## config.mk

```make
export PLATFORM = sky130hd
export DESIGN_NAME = led_seq_ctrl
export DESIGN_NICKNAME = d
export VERILOG_FILES = /design/src/rtl/led_seq_pkg.sv /design/src/rtl/led_tick_gen.sv /design/src/rtl/led_seq_ctrl.sv
export SDC_FILE = /design/constraint.sdc
export NUM_CORES = 1
export LEC_CHECK = 0
export ABC_AREA = 1
export CORE_MARGIN = 8
export CORE_UTILIZATION = 40
export CTS_CLUSTER_SIZE = 30
export DETAILED_ROUTE_END_ITERATION = 8
export PLACE_DENSITY_LB_ADDON = 0.25
export SYNTH_ARGS = -nofsm -noshare
export SYNTH_HDL_FRONTEND = slang
export SYNTH_SLANG_ARGS = --single-unit
```

## constraint.sdc

```tcl
create_clock -name clk -period 5.35 [get_ports clk]
set_clock_uncertainty 0.15 [all_clocks]
set_input_delay 1.07 -clock clk [delete_from_list [all_inputs] [get_ports clk]]
set_output_delay 1.07 -clock clk [all_outputs]
set_load 0.1 [all_outputs]
```

## src/rtl/led_seq_pkg.sv

```systemverilog
// -----------------------------------------------------------------------------
// led_seq_pkg
// Shared types and constants for the LED pattern sequencer.
//   mode_t     : pattern mode, encoding equals the value driven on mode_o
//   SEED_*     : pattern value loaded when the corresponding mode is entered
//   next_mode  : mode cycling order UP -> DOWN -> SHIFT -> BLINK -> UP
//   seed_of    : seed lookup for a given mode
// -----------------------------------------------------------------------------
package led_seq_pkg;

    typedef enum logic [1:0] {
        UP    = 2'd0,
        DOWN  = 2'd1,
        SHIFT = 2'd2,
        BLINK = 2'd3
    } mode_t;

    localparam logic [5:0] SEED_UP    = 6'h00;
    localparam logic [5:0] SEED_DOWN  = 6'h3F;
    localparam logic [5:0] SEED_SHIFT = 6'h01;
    localparam logic [5:0] SEED_BLINK = 6'h00;

    function automatic mode_t next_mode(input mode_t m);
        case (m)
            UP:      next_mode = DOWN;
            DOWN:    next_mode = SHIFT;
            SHIFT:   next_mode = BLINK;
            default: next_mode = UP;
        endcase
    endfunction

    function automatic logic [5:0] seed_of(input mode_t m);
        case (m)
            UP:      seed_of = SEED_UP;
            DOWN:    seed_of = SEED_DOWN;
            SHIFT:   seed_of = SEED_SHIFT;
            default: seed_of = SEED_BLINK;
        endcase
    endfunction

endpackage

```

## src/rtl/led_tick_gen.sv

```systemverilog
// -----------------------------------------------------------------------------
// led_tick_gen
// Free-running prescaler producing a one-cycle step pulse every COUNT cycles.
//   clk    : system clock
//   rst    : synchronous active-low reset (counter -> 0)
//   en_i   : count enable; while low the counter holds and tick_o stays low
//   clr_i  : synchronous clear to 0 (takes priority over counting)
//   tick_o : high for one cycle while the counter sits at COUNT-1 and en_i=1
// -----------------------------------------------------------------------------
module led_tick_gen #(
    parameter int COUNT = 13500000
) (
    input  logic clk,
    input  logic rst,
    input  logic en_i,
    input  logic clr_i,
    output logic tick_o
);

    localparam int W = $clog2(COUNT);
    localparam logic [W-1:0] LAST = W'(COUNT - 1);

    logic [W-1:0] cnt_q;
    logic [W-1:0] cnt_d;
    logic         at_last;

    assign at_last = (cnt_q == LAST);
    assign tick_o  = en_i && at_last;

    always_comb begin
        cnt_d = cnt_q;
        if (clr_i) begin
            cnt_d = '0;
        end else if (en_i) begin
            cnt_d = at_last ? '0 : cnt_q + W'(1);
        end
    end

    always_ff @(posedge clk) begin
        if (!rst) begin
            cnt_q <= '0;
        end else begin
            cnt_q <= cnt_d;
        end
    end

endmodule

```

## src/rtl/led_seq_ctrl.sv

```systemverilog
// -----------------------------------------------------------------------------
// led_seq_ctrl
// Six-LED pattern sequencer with four modes and a run/hold toggle.
//   COUNT     : clk cycles per pattern step (>= 2)
//   clk       : system clock
//   rst       : synchronous active-low reset
//   mode_i    : debounced button, each rising edge advances the mode
//   pause_i   : debounced button, each rising edge toggles run/hold
//   led_o     : active-low LED drive (inverse of the pattern register)
//   mode_o    : current mode (UP=0, DOWN=1, SHIFT=2, BLINK=3)
//   running_o : 1 = stepping, 0 = held
// -----------------------------------------------------------------------------
module led_seq_ctrl
    import led_seq_pkg::*;
#(
    parameter int COUNT = 13500000
) (
    input  logic       clk,
    input  logic       rst,
    input  logic       mode_i,
    input  logic       pause_i,
    output logic [5:0] led_o,
    output logic [1:0] mode_o,
    output logic       running_o
);

    mode_t      state_q, state_d;
    logic [5:0] pattern_q, pattern_d;
    logic [5:0] led_q, led_d;
    logic       running_q, running_d;
    logic       mode_dly_q, mode_dly_d;
    logic       pause_dly_q, pause_dly_d;

    logic       mode_ev;
    logic       pause_ev;
    logic       step;

    // Edge detect against the previous-cycle level; a held level fires once.
    assign mode_ev  = mode_i  && !mode_dly_q;
    assign pause_ev = pause_i && !pause_dly_q;

    // A mode change restarts the step spacing from zero.
    led_tick_gen #(
        .COUNT (COUNT)
    ) u_tick (
        .clk    (clk),
        .rst    (rst),
        .en_i   (running_q),
        .clr_i  (mode_ev),
        .tick_o (step)
    );

    always_comb begin
        state_d     = state_q;
        pattern_d   = pattern_q;
        running_d   = running_q;
        mode_dly_d  = mode_i;
        pause_dly_d = pause_i;

        if (mode_ev) begin
            // Mode change wins over a coincident step: seed, not stepped value.
            state_d   = next_mode(state_q);
            pattern_d = seed_of(next_mode(state_q));
        end else if (step) begin
            case (state_q)
                UP:      pattern_d = pattern_q + 6'd1;
                DOWN:    pattern_d = pattern_q - 6'd1;
                SHIFT:   pattern_d = {pattern_q[4:0], pattern_q[5]};
                default: pattern_d = ~pattern_q;
            endcase
        end

        if (pause_ev) begin
            running_d = !running_q;
        end

        // LED register tracks the pattern register exactly, so no extra latency.
        led_d = ~pattern_d;
    end

    always_ff @(posedge clk) begin
        if (!rst) begin
            state_q     <= UP;
            pattern_q   <= SEED_UP;
            led_q       <= ~SEED_UP;
            running_q   <= 1'b1;
            mode_dly_q  <= 1'b0;
            pause_dly_q <= 1'b0;
        end else begin
            state_q     <= state_d;
            pattern_q   <= pattern_d;
            led_q       <= led_d;
            running_q   <= running_d;
            mode_dly_q  <= mode_dly_d;
            pause_dly_q <= pause_dly_d;
        end
    end

    assign led_o     = led_q;
    assign mode_o    = state_q;
    assign running_o = running_q;

endmodule

```

==> results of run 1 <==
-- power groups by stage --
stage               clock network, mW  logic [mW]  registers [mW]
global route                    0.316       0.155           0.333
CTS                             0.305       0.141           0.331
global placement                    0       0.140           0.338
detailed placement                  0       0.140           0.338
finish                          0.295       0.140           0.331
floorplan                           0      0.0702           0.378
-- path summary, 6_finish.rpt --
path | start | endpoint | depth (start not counted)
worst max register to register | mode_o[1] | led_o[4] | 16
worst min-delay path | pause_dly_q | running_o | 2
worst max-delay path | running_o | running_o | 1
worst min register to register | pause_dly_q | running_o | 2
-- metal layers --
layer / wire (µm) / GRT usage [%]
met1: 2420 / 14.4
met2: 2320 / 20.6
met3: 171 / 3.10
met4: 73 / 5.10
met5: 0 / 0
-- state kept, by name, indices dropped and copies added (netlist names), named ones only --
name and count:
pause_dly_q 1, u_tick.cnt_q 24, mode_o 2, running_o 1, pattern_q 5, led_o 6, mode_dly_q 1
-- metrics by stage --
stage | util, % | worst slack (ps) | area [µm²] | power [mW]
after floorplan | - | 2450 | 2310 | 0.448
after global placement | 44.7 | 1970 | 2480 | 0.478
after detailed placement | 44.7 | 1920 | 2480 | 0.479
after CTS | 47.1 | 2000 | 2610 | 0.777
after global routing | 47.1 | 1960 | 2610 | 0.804
final | 47.1 | 2020 | 2610 | 0.766
-- logic make-up (layout without fill, tap and decap cells) --
kind of cell | count (synthesis) | in the layout
AO/OA/AOI/OAI | 40 | 40
XOR/XNOR | 5 | 5
AND/OR/NAND/NOR | 209 | 209
flip-flops | 41 | 41
adder cells (fa/ha/maj) | 7 | 7
buffers and inverters | 62 | 74
-- cells in the final DEF, fill, tap and decap left out, drive strengths merged, types with 2 or more instances in the layout --
cell type,synthesis,routed
a21oi,22,22
nor2,64,64
clkdlybuf4s50,0,12
nand4,9,9
nand2,93,93
o21ai,13,13
xor2,3,3
inv,54,54
o211ai,2,2
clkbuf,2,5
xnor2,2,2
dfxtp,41,41
nor3,15,15
ha,7,7
bufinv,0,2
nand3,25,25
nor4,2,2
-- cell type report --
type,count,area [µm²]
Clock buffer,5,68.8
Clock inverter,3,65.1
Fill cell,606,2930
Inverter,54,203
Multi-Input combinational cell,261,1240
Sequential cell,41,821
Tap cell,72,90.1
Timing Repair Buffer,12,120
==> out/summary.md, run 1 <==
- 0 — warnings from Yosys
- 448 — final non-filler cell total
- 0.861 — GPL Wtd Cong
- 5540 µm² — Core Box Area
- 18.3% — combinational group share of total power
- 0 — remaining antenna violation count
- 62.2% — crit share post-route
- 13 — I/O pin count
- simple AND/OR/NAND/NOR gates — dominant combinational cell family by area after synthesis
- 1 — buffers and inverters on the worst path
- 12 — IO buf count
- 0 — Final setup viols
- 294 nW/µm² — power density over the cells
- 4 — iteration count of the initial detailed-routing pass
- 43.2% — sequential cell fraction of total power
- 300 ps — Skew-Pair Late Insertion Delay
- 8.64 mm — wire length of the first global-routing pass
- 375 — syn nets
- 29 — post-synth cell types
- 3330 ps — post-layout minimum cycle time
- 0% — fraction of synthesis flops using an asynchronous set or reset pin
- 301 MHz — fmax
- output pin — Setup crit end kind
- 38.5% — clock network fraction of total power
- 4130 ps — CP Data Required Time
- 2203 — number of vias in the routed layout
- 0.112 mV — maximum vdd ir drop
- 3.79% — adder-cell area share of the yosys netlist
- 11.1 µm — average detailed-routed wire length per instance
- 12.2% — total global-route track usage
- reg2reg — class of the most critical hold timing path
- 29.2% — switching power as a share of total power
- 8460 µm² — Die Area
- 0 — Pins Over Slew Limit
- flip-flop — startpoint kind of the worst setup timing path
- 2 — buffer depth of the longest clock path
- 35.1% — Worst slew margin
- 3.84 mm — DPL Wire Length
- complete, no violations — run status
- 35.6% — area fraction of the dominant cell type after synthesis
- 35.6% — sequential fraction of the synthesis area
- 4.92 — mean number of vias per cell
- 0 — number of antenna cells inserted
- 0 — buffers inserted by post-CTS timing repair
- 0 — Overflow after GRT
- sky130_fd_sc_hd__clkdlybuf4s50_1 — slowest stage cell, crit path
- 5 — cts bufs inserted
- 27 — cell row count
- 10 — peak fanout along the critical path
- 386 — final net count
- 0 — post-cts resize count
- sky130_fd_sc_hd__dfxtp_1 (36%), sky130_fd_sc_hd__nand2_1 (15%), sky130_fd_sc_hd__nor2_1 (10%) — largest cells by area after synthesis
- 0 — initial antenna violation count
- 2110 ps — Data arrival, critical path
- 347 ps — final-layout worst hold slack
- sky130_fd_sc_hd__nand2_1 — most frequent cell after synthesis
- 14 — largest net degree at the start of global routing
- 1.90% — xor/xnor cell area share of the yosys netlist
- 92.0 µm — x dimension of the die
- sky130_fd_sc_hd__nand2_1 (92), sky130_fd_sc_hd__nor2_1 (62), sky130_fd_sc_hd__inv_1 (49) — ranking of synthesized cells by instance count
- reg2out — class of the most critical setup path
- 1.15 nW — cell leakage power
- 224 µW — Psw
- 543 µW — internal cell power
- 13.1% — layout-stage area growth over the synthesis result
- 103 — violation count after the first detailed-route iteration
- 9.16% — fraction of the mapped netlist area in compound gates
- 0 — max cap viols
- 0 ps — Setup TNS
- sky130_fd_sc_hd__clkbuf_8 — root buffer cell
- buffers and inverters — family of cells with the greatest summed delay on the critical path
- 0 — Post-synth EDFFs
- 2031 — number of global-route vias before repair
- 5.32% — share of final-layout standard cells stronger than drive strength 1
- clkdlybuf4s50_1 — crit path cell chain
- 440 — total placed cells including tap cells
- 39.0% — synthesized-area fraction occupied by and/or/nand/nor cells
- 0 — Hold Violations, Final
- 2910 ps — setup slack on the worst flop-to-flop path
- 0 — # DRC
- 4.98 mm — final wirelength
- 1220 ps — delay of the slowest cell on the worst path
- 2310 µm² — Netlist Area Pre-Place
- sky130_fd_sc_hd__dfxtp_1 — dominant register cell in the synthesized netlist
- 41 — number of clock sinks
- 0% — multiplexer fraction of the synthesized cell area
- yes — clock tree from TritonCTS
- sky130_fd_sc_hd__dfxtp_1 — dominant cell type by area after synthesis
- 971 ps — Tightest Pin Transition
- 92.0 µm — Die Y
- no — RSZ-0062 raised after global routing
- 2 — H-tree levels
- 364 — Post-Synthesis Cells
- 41.7% — starting utilization of the core area
- 6.34 µm² — mean post-synth cell area
- 80 ps — clock slew at reported path FFs
- 0 — CTS Hold Buffers Added
- 41 — total of flip-flops plus latches after synthesis
Note: power is estimated with default switching activity, not from simulation.
==> run 2, diff against run 1 <==
clock period = 3.4 ns   (was 5.35 ns; I/O delays follow)
==> out/summary.md, run 2 (synthesis results as in run 1) <==
- complete, no violations — run status
- flip-flop — Setup crit end kind
- 12 — IO buf count
- 67.9% — crit share post-route
- 14 — largest net degree at the start of global routing
- 5.00 mm — final wirelength
- sky130_fd_sc_hd__nand2_1 (92), sky130_fd_sc_hd__nor2_1 (62), sky130_fd_sc_hd__inv_1 (49) — commonest cells after routing, fill and taps aside
- sky130_fd_sc_hd__clkbuf_8 — root buffer cell
- 92.0 µm — x dimension of the die
- 15.3% — grt met1 use
- 27 — cell row count
- 461 nW/µm² — power density over the cells
- 0.312 mV — maximum vdd ir drop
- 290 ps — Skew-Pair Late Insertion Delay
- 13.1% — layout-stage area growth over the synthesis result
- 1.20 mW — total power consumption of the routed design
- met2 — routing layer with the top usage in global route
- 0 — initial antenna violation count
- 77 — violation count after the first detailed-route iteration
- 0 — Pins Over Slew Limit
- 41 — number of clock sinks
- led_o[4] — Critical Path Sink
- mode_o[1] — beginning of the critical path
- 433 MHz — fmax
- 0 — buffers inserted by post-CTS timing repair
- 0.866 — GPL Wtd Cong
- sky130_fd_sc_hd__nand2_1 — leading cell type in the layout, fill and taps excluded
- 3430 ps — CP Data Required Time
- 4 — iteration count of the initial detailed-routing pass
- no — RSZ-0062 raised after global routing
- 41.7% — starting utilization of the core area
- 16 — count of cells along the worst register-to-register path
- 21.3% — met2 demand-to-capacity share in global routing
- 5 — cts bufs inserted
- 24 — number of flip-flops under the largest register name
- yes — clock tree from TritonCTS
- 0 — Final setup viols
- 2040 — number of global-route vias before repair
- 8.97 mm — wire length of the first global-routing pass
- 0 — remaining antenna violation count
- 80 ps — clock slew at reported path FFs
- 0 — number of antenna cells inserted
- 1.17 nW — cell leakage power
- 0 — Hold Violations, Final
- 335 ps — Tightest Pin Transition
- 389 — final net count
- 3.18% — GR Layer Usage met3
- inv_1 -> ha_1 -> inv_1 -> nand2_1 -> nand2_1 -> inv_1 -> ha_1 -> a21o_1 -> nand3_1 -> nand2_1 -> nand2_1 -> nand3_1 -> nand2_1 -> nand3_1 -> nand2_1 -> nand2_1 — crit path cell chain
- 5540 µm² — Core Box Area
- 2 — buffer depth of the longest clock path
- 8.44% — share of final-layout standard cells stronger than drive strength 1
- reg2reg — class of the most critical setup path
- 2174 — number of vias in the routed layout
- 9 — peak fanout along the critical path
- 0 — max cap viols
- 8460 µm² — Die Area
- 1090 ps — setup slack on the worst flop-to-flop path
- sky130_fd_sc_hd__dfxtp_1 — slowest stage cell, crit path
- 92.0 µm — Die Y
- 2 — H-tree levels
- 77.7% — Worst slew margin
- 3.84 mm — DPL Wire Length
- sky130_fd_sc_hd__nand2_1 — CP most frequent cell
- 0 — Overflow after GRT
- flip-flop — startpoint kind of the worst setup timing path
- 0 ps — Setup TNS
- mode_o[1] — launch instance of the worst register-to-register path
- 2310 ps — post-layout minimum cycle time
- 4.82 — mean number of vias per cell
- 11.1 µm — average detailed-routed wire length per instance
- 2340 ps — Data arrival, critical path
- 0 — # DRC
- 0 — post-cts resize count
- 13 — I/O pin count
- 0 — CTS Hold Buffers Added
- led_o[4] — worst r2r dst
- reg2reg — class of the most critical hold timing path
- 390 ps — delay of the slowest cell on the worst path
- u_tick.cnt_q — most flop-heavy register
- 12.6% — total global-route track usage
==> run 2: cell types whose count changed in the layout (fill, tap and decap cells not counted) <==
cell,delta
sky130_fd_sc_hd__clkdlybuf4s50_1,-9
sky130_fd_sc_hd__buf_4,+12
==> run 2: worst max-delay path, delay by kind of cell (launching register included) <==
family,cells,cell delay [ps]
AOI/OAI and AO/OA,1,170
and+or+nand+nor,10,680
DFF,1,390
adders and majority gates,2,470
buffers and inverters,3,340
==> run 2: routing by layer <==
metal,wire (µm),vias up
met5,0,-
met4,61,0
met3,201,5
met2,2300,28
met1,2430,965
li1,-,1176
==> run 2: area by class of cell <==
cell class	count	area, µm²
timing repair buffer	15	120
clock inverter	3	65.1
multi-input combinational	261	1240
tap	72	90.1
clock buffer	5	68.8
sequential	41	821
inverter	54	203
fill	590	2930
==> run 2: worst min-delay path by stage <==
stage / startpoint / endpoint / slack (ps) / depth (start not counted)
floorplan: u_tick.cnt_q[11] / u_tick.cnt_q[11] / 300 / 1
global placement: u_tick.cnt_q[11] / u_tick.cnt_q[11] / 330 / 1
detailed placement: u_tick.cnt_q[11] / u_tick.cnt_q[11] / 330 / 1
CTS: u_tick.cnt_q[11] / u_tick.cnt_q[11] / 340 / 1
global route: u_tick.cnt_q[11] / u_tick.cnt_q[11] / 360 / 1
finish: u_tick.cnt_q[11] / u_tick.cnt_q[11] / 340 / 1
==> run 2: through the flow <==
step                area [µm²]  std cells  setup WS, ps  utilization (%)  hold WS [ps]
global route              2610        451           774             47.1           365
finish                    2610        451          1090             47.1           339
global placement          2480        443          1020             44.7           330
floorplan                 2310        364           503                -           297
detailed placement        2480        443           994             44.7           327
CTS                       2610        451          1070             47.1           344
==> run 2: power by group <==
part	switching (mW)	internal, mW	leakage, nW	total, mW
logic	0.162	0.0621	0.767	0.224
clock network	0.170	0.292	0.0681	0.461
registers	0.0188	0.500	0.335	0.519
==> run 3, diff against run 2 <==
clock period = 2.1 ns   (was 3.4 ns; I/O delays follow)
==> out/summary.md, run 3 (synthesis results as in run 1) <==
- complete, no violations — run status
- u_tick.cnt_q[11] — Worst Hold Path EP
- 0 — max cap viols
- 394 — final net count
- 380 ps — delay of the slowest cell on the worst path
- flip-flop — startpoint kind of the worst setup timing path
- 2150 ps — CP Data Required Time
- 17.2% — layout-stage area growth over the synthesis result
- u_tick.cnt_q[11] — launch point of the worst hold path
- 4 — buffers and inverters on the worst path
- 0 — remaining antenna violation count
- 0 — Overflow after GRT
- 11.3 µm — average detailed-routed wire length per instance
- 80 ps — clock slew at reported path FFs
- pattern_q[2] — worst r2r dst
- mode_o[1] — launch instance of the worst register-to-register path
- 48.8% — Final Core Density
- 27 — cell row count
- 2248 — number of vias in the routed layout
- 78.6% — Worst slew margin
- inv_4 -> ha_4 -> inv_4 -> nand2_1 -> nand2_1 -> inv_1 -> ha_2 -> a21o_1 -> o21ai_0 -> nand2_1 -> o211ai_1 -> nand2_1 -> nand2_1 -> inv_1 — crit path cell chain
- reg2reg — class of the most critical setup path
- compound AO/OA/AOI/OAI gates — family of cells with the greatest summed delay on the critical path
- 4.93 — mean number of vias per cell
- 24 — number of flip-flops under the largest register name
- 92.0 µm — Die Y
- 0 ps — Setup TNS
- 92.0 µm — x dimension of the die
- flip-flop — Setup crit end kind
- 1.21 nW — cell leakage power
- 14 — largest net degree at the start of global routing
- 89.3 ps — DP Worst Slack
- 98 — violation count after the first detailed-route iteration
- 0.900 — GPL Wtd Cong
- 2 — H-tree levels
- 41.7% — starting utilization of the core area
- 12 — IO buf count
- 0 — Final setup viols
- 2710 µm² — post-route cell area
- 41 — number of clock sinks
- 8.86 mm — wire length of the first global-routing pass
- 0 — initial antenna violation count
- 1990 ps — Data arrival, critical path
- 6 — peak fanout along the critical path
- 14 — count of cells along the worst register-to-register path
- 5.13 mm — final wirelength
- 12.6% — total global-route track usage
- 0 — Pins Over Slew Limit
- 321 ps — Tightest Pin Transition
- 0 — Hold Violations, Final
- 92.3% — crit share post-route
- 580 — number of filler cells placed in the layout
- 0 — # DRC
- 516 MHz — fmax
- sky130_fd_sc_hd__clkbuf_8 — root buffer cell
- 11.7% — share of final-layout standard cells stronger than drive strength 1
- 8460 µm² — Die Area
- 160 ps — setup slack on the worst flop-to-flop path
- yes — clock tree from TritonCTS
- 4 — iteration count of the initial detailed-routing pass
- 5 — cts bufs inserted
- 0.405 mV — maximum vdd ir drop
- reg2reg — class of the most critical hold timing path
- 697 nW/µm² — power density over the cells
- 2024 — number of global-route vias before repair
- 162 ps — worst path setup slack after routing
- 0 — number of antenna cells inserted
- sky130_fd_sc_hd__nand2_1 (92), sky130_fd_sc_hd__nor2_1 (62), sky130_fd_sc_hd__inv_1 (47) — commonest cells after routing, fill and taps aside
- u_tick.cnt_q — most flop-heavy register
- 5540 µm² — Core Box Area
- 1 — number of cells traversed by the worst hold path
- 2560 µm² — post-placement cell area
- sky130_fd_sc_hd__dfxtp_4 — slowest stage cell, crit path
- sky130_fd_sc_hd__nand2_1 — leading cell type in the layout, fill and taps excluded
- 300 ps — Skew-Pair Late Insertion Delay
- 13 — I/O pin count
- 3.93 mm — DPL Wire Length
- 1940 ps — post-layout minimum cycle time
- 2 — buffer depth of the longest clock path
- sky130_fd_sc_hd__nand2_1 — CP most frequent cell
run 3: through the flow:
step	hold WS, ps	total power [mW]	instances
CTS	350	1.90	453
global route	391	1.98	456
detailed placement	329	1.25	445
finish	353	1.89	456
floorplan	297	1.15	364
global placement	319	1.25	445
run 3: layout make-up:
cell class                      instances  area, µm²  area share, %
Clock buffer                            6       72.6           2.68
Clock inverter                          2       38.8           1.43
Inverter                               54        208           7.67
Multi-Input combinational cell        261       1270           47.0
Sequential cell                        41        830           30.7
Tap cell                               72       90.1           3.33
Timing Repair Buffer                   20        195           7.21
run 3: worst max path at each step:
stage | startpoint | endpoint | slack (ps) | cells after the start
2_1_floorplan | mode_o[1] | led_o[2] | -30 | 15
3_3_place_gp | mode_i | pattern_q[2] | 150 | 8
3_5_place_dp | mode_i | pattern_q[2] | 90 | 8
4_1_cts | mode_o[1] | pattern_q[4] | 100 | 16
5_1_grt | mode_o[1] | pattern_q[4] | -0.2 | 16
6_report | mode_o[1] | pattern_q[2] | 160 | 14
run 3: report_power, final:
part	total, mW	leakage, nW	internal (mW)	switching [mW]
clock	0.646	0.0554	0.357	0.289
sequential	0.842	0.336	0.810	0.0326
combinational	0.399	0.821	0.126	0.273
run 3: what timing repair did:
action	in CTS	in global routing
buffers inserted	0	3
endpoints found under the setup margin	0	5
hold buffers	0	0
hold endpoints to repair	0	0
resized for setup	0	3
run 3: worst register-to-register path, stage by stage, from the launching register on:
cell	delay, ps
sky130_fd_sc_hd__dfxtp_4	380
sky130_fd_sc_hd__inv_4	50
sky130_fd_sc_hd__ha_4	170
sky130_fd_sc_hd__inv_4	70
sky130_fd_sc_hd__nand2_1	50
sky130_fd_sc_hd__nand2_1	80
sky130_fd_sc_hd__inv_1	50
sky130_fd_sc_hd__ha_2	160
sky130_fd_sc_hd__a21o_1	190
sky130_fd_sc_hd__o21ai_0	170
sky130_fd_sc_hd__nand2_1	70
sky130_fd_sc_hd__o211ai_1	90
sky130_fd_sc_hd__nand2_1	70
sky130_fd_sc_hd__nand2_1	70
sky130_fd_sc_hd__inv_1	40
run 3: routing by layer:
layer  vias to the layer above  global-route usage [%]  wire, µm
met2                        44                    21.0      2390
met1                      1007                    14.8      2440
met5                         -                       0         0
met3                         7                    4.40       236
met4                         0                    4.30        62
li1                       1190                       -         -
